**config.mk**
```make
export PLATFORM = sky130hd
export DESIGN_NAME = exec_unit_seq
export DESIGN_NICKNAME = d
export VERILOG_FILES = /design/src/rtl/exec_unit_seq.sv
export SDC_FILE = /design/constraint.sdc
export NUM_CORES = 1
export LEC_CHECK = 0
export ABC_AREA = 1
export BUFFER_PORTS_ARGS = -buffer_cell sky130_fd_sc_hd__buf_2
export CAP_MARGIN = 15
export CORE_UTILIZATION = 31
export CTS_CLUSTER_SIZE = 14
export DETAILED_ROUTE_END_ITERATION = 6
export GPL_TIMING_DRIVEN = 1
export PLACE_DENSITY = 0.65
export SYNTH_ARGS = -nofsm -noshare
export SYNTH_HDL_FRONTEND = slang
export SYNTH_SLANG_ARGS = --single-unit
```
**constraint.sdc**
```tcl
create_clock -name clk -period 1.9 [get_ports clk]
set_clock_uncertainty 0.05 [all_clocks]
set_input_delay 0.38 -clock clk [delete_from_list [all_inputs] [get_ports clk]]
set_output_delay 0.38 -clock clk [all_outputs]
set_load 0.01 [all_outputs]
```
**src/rtl/exec_unit_seq.sv**
```systemverilog
// Three-phase request/response sequencer between the execute stage and NPORT valid/ready units.
// Define EXEC_UNIT_SEQ_TIMEOUT_EN to build the per-transaction timeout counter and err[0].
module exec_unit_seq #(
  parameter int unsigned DATA_W = 32,
  parameter int unsigned OPE_W  = 4,
  parameter int unsigned NPORT  = 4,
  parameter int unsigned PORT_W = 2,
  parameter int unsigned TMO_W  = 16
) (
  input  logic                    clk,
  input  logic                    rst,
  input  logic                    req_vld,
  output logic                    req_rdy,
  input  logic [PORT_W-1:0]       req_port,
  input  logic [OPE_W-1:0]        req_ope,
  input  logic [DATA_W-1:0]       req_in1,
  input  logic [DATA_W-1:0]       req_in2,
  input  logic                    req_has_rsp,
  output logic [NPORT-1:0]        u_in_vld,
  input  logic [NPORT-1:0]        u_in_rdy,
  output logic [OPE_W-1:0]        u_ope,
  output logic [DATA_W-1:0]       u_in1,
  output logic [DATA_W-1:0]       u_in2,
  output logic [NPORT-1:0]        u_out_rdy,
  input  logic [NPORT-1:0]        u_out_vld,
  input  logic [NPORT*DATA_W-1:0] u_out_data,
  output logic                    rsp_vld,
  output logic [DATA_W-1:0]       rsp_data,
  output logic                    rsp_err,
  input  logic [TMO_W-1:0]        tmo_limit,
  output logic [7:0]              err,
  input  logic                    err_clr
);

  typedef enum logic [1:0] {StIdle, StIssue, StWait, StDone} state_e;

  state_e              state_q;
  logic [PORT_W-1:0]   port_q;
  logic                has_rsp_q;
  logic [2:0]          err_q;

  logic [NPORT-1:0]    req_sel;
  logic [NPORT-1:0]    cur_sel;
  logic [DATA_W-1:0]   out_sel_data;
  logic                port_ok;
  logic                in_hs;
  logic                out_hs;
  logic                spur;
  logic                busy;
  logic                tmo_hit;
  logic                tmo_fire;
  logic [2:0]          err_set;

`ifdef EXEC_UNIT_SEQ_TIMEOUT_EN
  localparam int unsigned CntW = TMO_W + 1;
  logic [TMO_W-1:0] tmo_cnt_q;

  // Compare one bit wider so count + 1 never wraps into a false match.
  always_comb begin
    tmo_hit = (tmo_limit != '0) && ((CntW'(tmo_cnt_q) + CntW'(1)) == CntW'(tmo_limit));
  end
`else
  logic unused_tmo_limit;
  assign unused_tmo_limit = ^tmo_limit;

  always_comb begin
    tmo_hit = 1'b0;
  end
`endif

  always_comb begin
    req_sel      = '0;
    cur_sel      = '0;
    out_sel_data = '0;
    for (int unsigned p = 0; p < NPORT; p++) begin
      req_sel[p] = (req_port == PORT_W'(p));
      cur_sel[p] = (port_q == PORT_W'(p));
      if (cur_sel[p]) out_sel_data = u_out_data[p*DATA_W +: DATA_W];
    end
    port_ok  = (32'(req_port) < NPORT);
    busy     = (state_q == StIssue) || (state_q == StWait);
    in_hs    = (state_q == StIssue) && (|(u_in_rdy & cur_sel));
    out_hs   = (state_q == StWait) && (|(u_out_vld & cur_sel));
    // Any result valid outside the one port we are waiting on is spurious.
    spur     = |(u_out_vld & ~((state_q == StWait) ? cur_sel : '0));
    tmo_fire = busy && tmo_hit && !in_hs && !out_hs;
    err_set  = {spur, (state_q == StIdle) && req_vld && !port_ok, tmo_fire};
  end

  assign err = {5'b0, err_q};

  always_ff @(posedge clk) begin
    if (rst) begin
      state_q   <= StIdle;
      port_q    <= '0;
      has_rsp_q <= 1'b0;
      req_rdy   <= 1'b1;
      u_in_vld  <= '0;
      u_out_rdy <= '0;
      u_ope     <= '0;
      u_in1     <= '0;
      u_in2     <= '0;
      rsp_vld   <= 1'b0;
      rsp_data  <= '0;
      rsp_err   <= 1'b0;
      err_q     <= '0;
`ifdef EXEC_UNIT_SEQ_TIMEOUT_EN
      tmo_cnt_q <= '0;
`endif
    end else begin
      rsp_vld <= 1'b0;
      err_q   <= (err_clr ? 3'b000 : err_q) | err_set;
`ifdef EXEC_UNIT_SEQ_TIMEOUT_EN
      if (state_q == StIdle) tmo_cnt_q <= '0;
      else if (busy)         tmo_cnt_q <= tmo_cnt_q + 1'b1;
`endif
      case (state_q)
        StIdle: begin
          if (req_vld) begin
            port_q    <= req_port;
            has_rsp_q <= req_has_rsp;
            u_ope     <= req_ope;
            u_in1     <= req_in1;
            u_in2     <= req_in2;
            rsp_data  <= '0;
            rsp_err   <= 1'b0;
            req_rdy   <= 1'b0;
            if (port_ok) begin
              u_in_vld <= req_sel;
              state_q  <= StIssue;
            end else begin
              rsp_err <= 1'b1;
              rsp_vld <= 1'b1;
              state_q <= StDone;
            end
          end
        end
        StIssue: begin
          if (in_hs) begin
            u_in_vld <= '0;
            if (has_rsp_q) begin
              u_out_rdy <= cur_sel;
              state_q   <= StWait;
            end else begin
              rsp_vld <= 1'b1;
              state_q <= StDone;
            end
          end else if (tmo_fire) begin
            u_in_vld <= '0;
            rsp_err  <= 1'b1;
            rsp_vld  <= 1'b1;
            state_q  <= StDone;
          end
        end
        StWait: begin
          if (out_hs) begin
            u_out_rdy <= '0;
            rsp_data  <= out_sel_data;
            rsp_vld   <= 1'b1;
            state_q   <= StDone;
          end else if (tmo_fire) begin
            u_out_rdy <= '0;
            rsp_data  <= '0;
            rsp_err   <= 1'b1;
            rsp_vld   <= 1'b1;
            state_q   <= StDone;
          end
        end
        StDone: begin
          req_rdy <= 1'b1;
          state_q <= StIdle;
        end
        default: state_q <= StIdle;
      endcase
    end
  end

endmodule

```
# [Word-level counts from Yosys, hierarchy flattened]
# Cells that the tools add are included.
[totals] register_bits=118 out_inout_bits=119 word_cells=75
[op_classes] eq_ne=13 n_mux=27 bitwise=5 reduce_logical=18
[ops] operator="two-way mux 32 bit" n=6
[ops] operator="case mux 32 bit (2 select lines)" n=1
[ops] operator="two-way mux 4 bit" n=6
[ops] operator="case mux 4 bit (2 select lines)" n=2
[ops] operator="bitwise AND 4 bit" n=3
[ops] operator="equality test 2 bit, second input constant" n=6
[ops] operator="OR reduction 4 bit" n=3
[ops] operator="AND reduction 3 bit" n=3
[ops] operator="inequality test 2 bit, second input constant" n=4
[ops] operator="case mux 2 bit (4 select lines)" n=1
[ops] operator="nonzero test 2 bit" n=4
[ops] operator="equality test 2 x 1 -> 1 bit, second input constant" n=3
[ops] operator="zero test 2 bit" n=3
[ops] operator="two-way mux 2 bit" n=3
[ops] operator="two-way mux 1 bit" n=5
[ops] operator="NOT 4 bit" n=1
[ops] operator="case mux 1 bit (2 select lines)" n=2
[ops] operator="AND reduction 2 bit" n=2
[ops] operator="AND reduction 4 bit" n=1
[ops] operator="two-way mux 3 bit" n=1
[ops] operator="OR 3 bit" n=1
[ops] operator="logical AND 1 bit" n=2

# [Depth between registers and ports, before layout]
[depth] word_depth=7 depth_mapped=11 mapped_depth_nobuf=9

# [Worst setup path after synthesis]
# Ideal clock, no wire load.
[synth_path] path_kind="register to register" start="reg state_q[0]" end="reg rsp_data[3]" setup_time_ns=0.067 arrival_time_ns=1.604 required_time_ns=1.783 path_slack_ns=0.179 stages_incl_launch_ff=10 synth_period_minus_slack_ns=1.721 path_cell_list="dfxtp_1 > inv_1 > ha_1 > inv_1 > nor2_1 > a21oi_2 > a21boi_4 > buf_6 > nand3_2 > a21oi_2"
[synth_between] elab_chain_len=4
[synth_lines] element="start: declaration" line="37" rtl="state_e state_q;"
[synth_lines] element="start signal: assignment" line="94" rtl="state_q <= StIdle;"
[synth_lines] element="start signal: assignment" line="130" rtl="state_q <= StIssue;"
[synth_lines] element="start signal: assignment" line="134" rtl="state_q <= StDone;"
[synth_lines] element="equality test 2 bit" line="83, 117"
[synth_lines] element="logical AND 1 bit" line="83" rtl="out_hs = (state_q == StWait) && (|(u_out_vld & cur_sel));"
[synth_lines] element="inequality test 2 bit (no line)"
[synth_lines] element="AND reduction 3 bit (no line)"
[synth_lines] element="end signal: assignment" line="158" rtl="rsp_data <= out_sel_data;"
[synth_lines] element="end: declaration" line="28" rtl="output logic [DATA_W-1:0] rsp_data,"
# Several ways; a longest one is shown, not always the timed one.
# A chain may end at the register's enable or synchronous reset.

# [Worst setup path after layout]
[layout_path] start="reg state_q[1]" end="reg rsp_data[21]"
# Same word-level chain as after synthesis.

==> results.yml <==
global_route:
  grt_remaining_overflow: 0
  first_global_vias: 5523
  grt_first_pass_wirelength_mm: 29.0
  global_route.usage.total_pct: 21.0
  number_of_antenna_violations_at_the_first_check_in_global_routing: 0
  grt_max_degree: 50
layout:
  drive_gt1_share_pct: 38.2
  area_growth_pct: 47.1
  layout.filler_cells: 1721
  num-nets-final: 1316
  layout.core_utilization_pct: 47.2
  diodes: 0
logic_synthesis:
  synth-seq-cells: 116
  synthesis.yosys.warnings: 0
  synthCells: 766
  post_synth.cell_area_avg_um2: 7.02
  synth.top_cell.area_share_pct: 43.2
  yosys.area.top_type: "sky130_fd_sc_hd__dfxtp_1"
  synthesis.area_mm2: 0.00538
  synth_top_cells_by_area: "sky130_fd_sc_hd__dfxtp_1 (43%), sky130_fd_sc_hd__nor2_1 (14%), sky130_fd_sc_hd__o21ai_0 (12%)"
  netlist-cell-type-count: 35
  part_of_the_yosys_area_used_for_sequential_elements_pct: 43.2
setup_path:
  crit_end: "rsp_data[21]"
  start_kind: "flop"
  reg2reg_slack_ps: 140
  regToRegStartpoint: "state_q[1]"
  worst_setup_path_end_kind: "flop"
  ff2ff_path_depth: 10
  critPathMaxStageDelay_ps: 300
  crit_chain: "buf_4 -> ha_1 -> inv_2 -> buf_4 -> nor2_2 -> buf_4 -> nand2_1 -> o21ai_0 -> nor2_1 -> nor2_1"
  critPathSlowestCell: "sky130_fd_sc_hd__dfxtp_1"
  timing.critical_path.buf_inv: 4
  worst-setup-path-type: "flop to flop"
  cp-startpoint: "state_q[1]"
  worstPathArrival_ps: 2020
  critPathMostFrequentCell: "sky130_fd_sc_hd__buf_4"
  timing.critical_path.fanout_max: 19
  crit_required_ps: 2160
  cp_num_cells: 10
  critical-path-top-delay-family: "buffers and inverters"
  crit-reg2reg-capture: "rsp_data[21]"
timing:
  totalNegativeSetupSlack_ps: 0
  setup_ws_ps: 140
  max_freq_ghz: 0.568
  share_of_the_clock_period_used_by_the_worst_path_pct: 92.6
  clock_period_minus_worst_slack_ps: 1760
  report.final.hold_viol_count: 0
  maxSlewViolCount: 0
  hold_slack_ps: 157
  grt_setup_unrepaired: "false"
  finalSetupViolCount: 0
die:
  fp.dieArea_mm2: 0.0179
  rows: 47
  core_area_mm2: 0.0168
  chipWidth_um: 134
  initial_core_util_pct: 32.1
  io_pins: 346
  fp.dieH_um: 134
pwr:
  cellLeakagePower_nw: 3.92
  max-vdd-ir-drop_v: 0.000755
  power_density_cells_mw_per_mm2: 1430
placement:
  gpl.final_weighted_congestion: 0.950
  detailedPlace.worstSlack_ps: 37.0
  dp.final_hpwl_mm: 14.2
  port-buffer-count: 321
clock_network:
  clk_root_buffer_cell: "sky130_fd_sc_hd__clkbuf_16"
  clock_tree.htree_level_count: 4
  tritoncts_clock_tree: "yes"
  clock_sinks: 116
  number_of_cells_upsized_or_downsized_after_cts: 0
  clock_insertion_delay_worst_skew_ps: 420
  post-cts-setup-buffer-count: 0
  cts_hold_buf: 0
  cts-buffers-inserted: 17
  cts_buffer_depth: 2
  clock_transition_time_at_the_flip_flop_clock_pins_of_the_worst_setup_and_hold_paths_ps: 60
route:
  post_drt_via_cell_ratio: 4.68
  drc: 0
  dr_total_vias: 6170
  post_drt_wl_per_cell_um: 14.4
  drt_pass1_iterations: 5
  drtAntennaViolNets: 0
  detailedRoute.firstIterationViolations: 376
  drt-total-wl_mm: 18.9
job:
  timing.max_cap.violations: 0
status:
  outcome: "finished, final reports clean"
hold_path:
  min_path_type: "input pin to flop"
==> metrics by stage <==
stage	power (mW)	cells	instance area, um2
CTS	11.3	1318	7900
global placement	7.97	1286	7290
floorplan	6.24	773	5400
global route	12.1	1318	7910
detailed placement	8.03	1286	7290
finish	11.3	1318	7910
==> state kept, by name, indices dropped and copies added (netlist names) <==
signal / count
state_q: 2
rsp_data: 32
rsp_vld: 1
u_in1: 32
port_q: 2
u_in_vld: 4
req_rdy: 1
u_in2: 32
err_q: 1
has_rsp_q: 1
u_out_rdy: 4
u_ope: 4
==> per-layer routing <==
metal,up-vias,global-route usage [%],wire length [um]
met4,0,8.78,403
met5,-,0,0
met2,201,34.0,9140
li1,3132,-,-
met1,2805,25.6,8200
met3,32,6.39,1180
==> worst reg2reg max path: stages, from the launching register on <==
cell and delay [ps]:
sky130_fd_sc_hd__dfxtp_1 300, sky130_fd_sc_hd__buf_4 130, sky130_fd_sc_hd__ha_1 200, sky130_fd_sc_hd__inv_2 140, sky130_fd_sc_hd__buf_4 270, sky130_fd_sc_hd__nor2_2 80, sky130_fd_sc_hd__buf_4 170, sky130_fd_sc_hd__nand2_1 50
sky130_fd_sc_hd__o21ai_0 70, sky130_fd_sc_hd__nor2_1 120, sky130_fd_sc_hd__nor2_1 60
==> report_power, final <==
part	switching (mW)	internal, mW
clock	1.21	2.07
sequential	0.294	3.06
combinational	2.78	1.86
==> layout make-up <==
| class | instances | area [um2] | area share, % |
|---|---|---|---|
| repair buffers | 353 | 1930 | 24.5 |
| well taps | 220 | 275 | 3.48 |
| clock inverters | 15 | 180 | 2.28 |
| inverters | 26 | 97.6 | 1.23 |
| flip-flops and latches | 116 | 2320 | 29.4 |
| clock buffers | 17 | 425 | 5.38 |
| multi-input cells | 571 | 2680 | 33.8 |
==> how the worst min path moves through the flow <==
| stage | slack, ps | from | endpoint | cells after the start |
|---|---|---|---|---|
| global placement | 400 | rsp_data[1] | rsp_data[1] | 2 |
| floorplan | 390 | has_rsp_q | has_rsp_q | 2 |
| CTS | 140 | req_in1[17] | u_in1[17] | 3 |
| global route | 140 | req_in2[23] | u_in2[23] | 3 |
| finish | 160 | req_in1[17] | u_in1[17] | 3 |
| detailed placement | 400 | rsp_data[1] | rsp_data[1] | 2 |
==> layout by cell type (no fill, tap or decap), drive strengths merged <==
cell type | Yosys | routed
o22ai | 9 | 9
o21ai | 132 | 132
a22oi | 1 | 1
bufinv | 0 | 3
a21oi | 43 | 43
inv | 26 | 29
dfxtp | 116 | 116
nand4 | 7 | 7
a221o | 1 | 1
nand2 | 110 | 110
nor2 | 208 | 208
or2 | 7 | 7
clkinvlp | 0 | 3
nor3 | 3 | 3
ha | 4 | 4
a41oi | 1 | 1
nand3 | 27 | 27
clkbuf | 34 | 17
conb | 1 | 8
clkinv | 0 | 6
a21boi | 2 | 2
o211ai | 8 | 8
buf | 26 | 353
==> Yosys cell counts (all sizes together) <==
master  number
ha           4
a21boi       2
o22ai        9
a41oi        1
a221o        1
or2          7
nor3         3
nand4        7
a21oi       43
conb         1
nand3       27
buf         26
nand2      110
nor2       208
o21ai      132
a22oi        1
o211ai       8
clkbuf      34
inv         26
dfxtp      116
==> cell families (layout without fill, tap and decap cells) <==
family / after synthesis / count (layout) / share of synthesized area [%]
AND/OR/NAND/NOR: 362 / 362 / 28.2
AO/OA/AOI/OAI: 197 / 197 / 19.7
flip-flops: 116 / 116 / 43.2
buffers and inverters: 86 / 411 / 7.86
adder cells (fa/ha/maj): 4 / 4 / 0.931
other: 1 / 8 / 0.0697
Note: power is estimated with default switching activity, not from simulation.
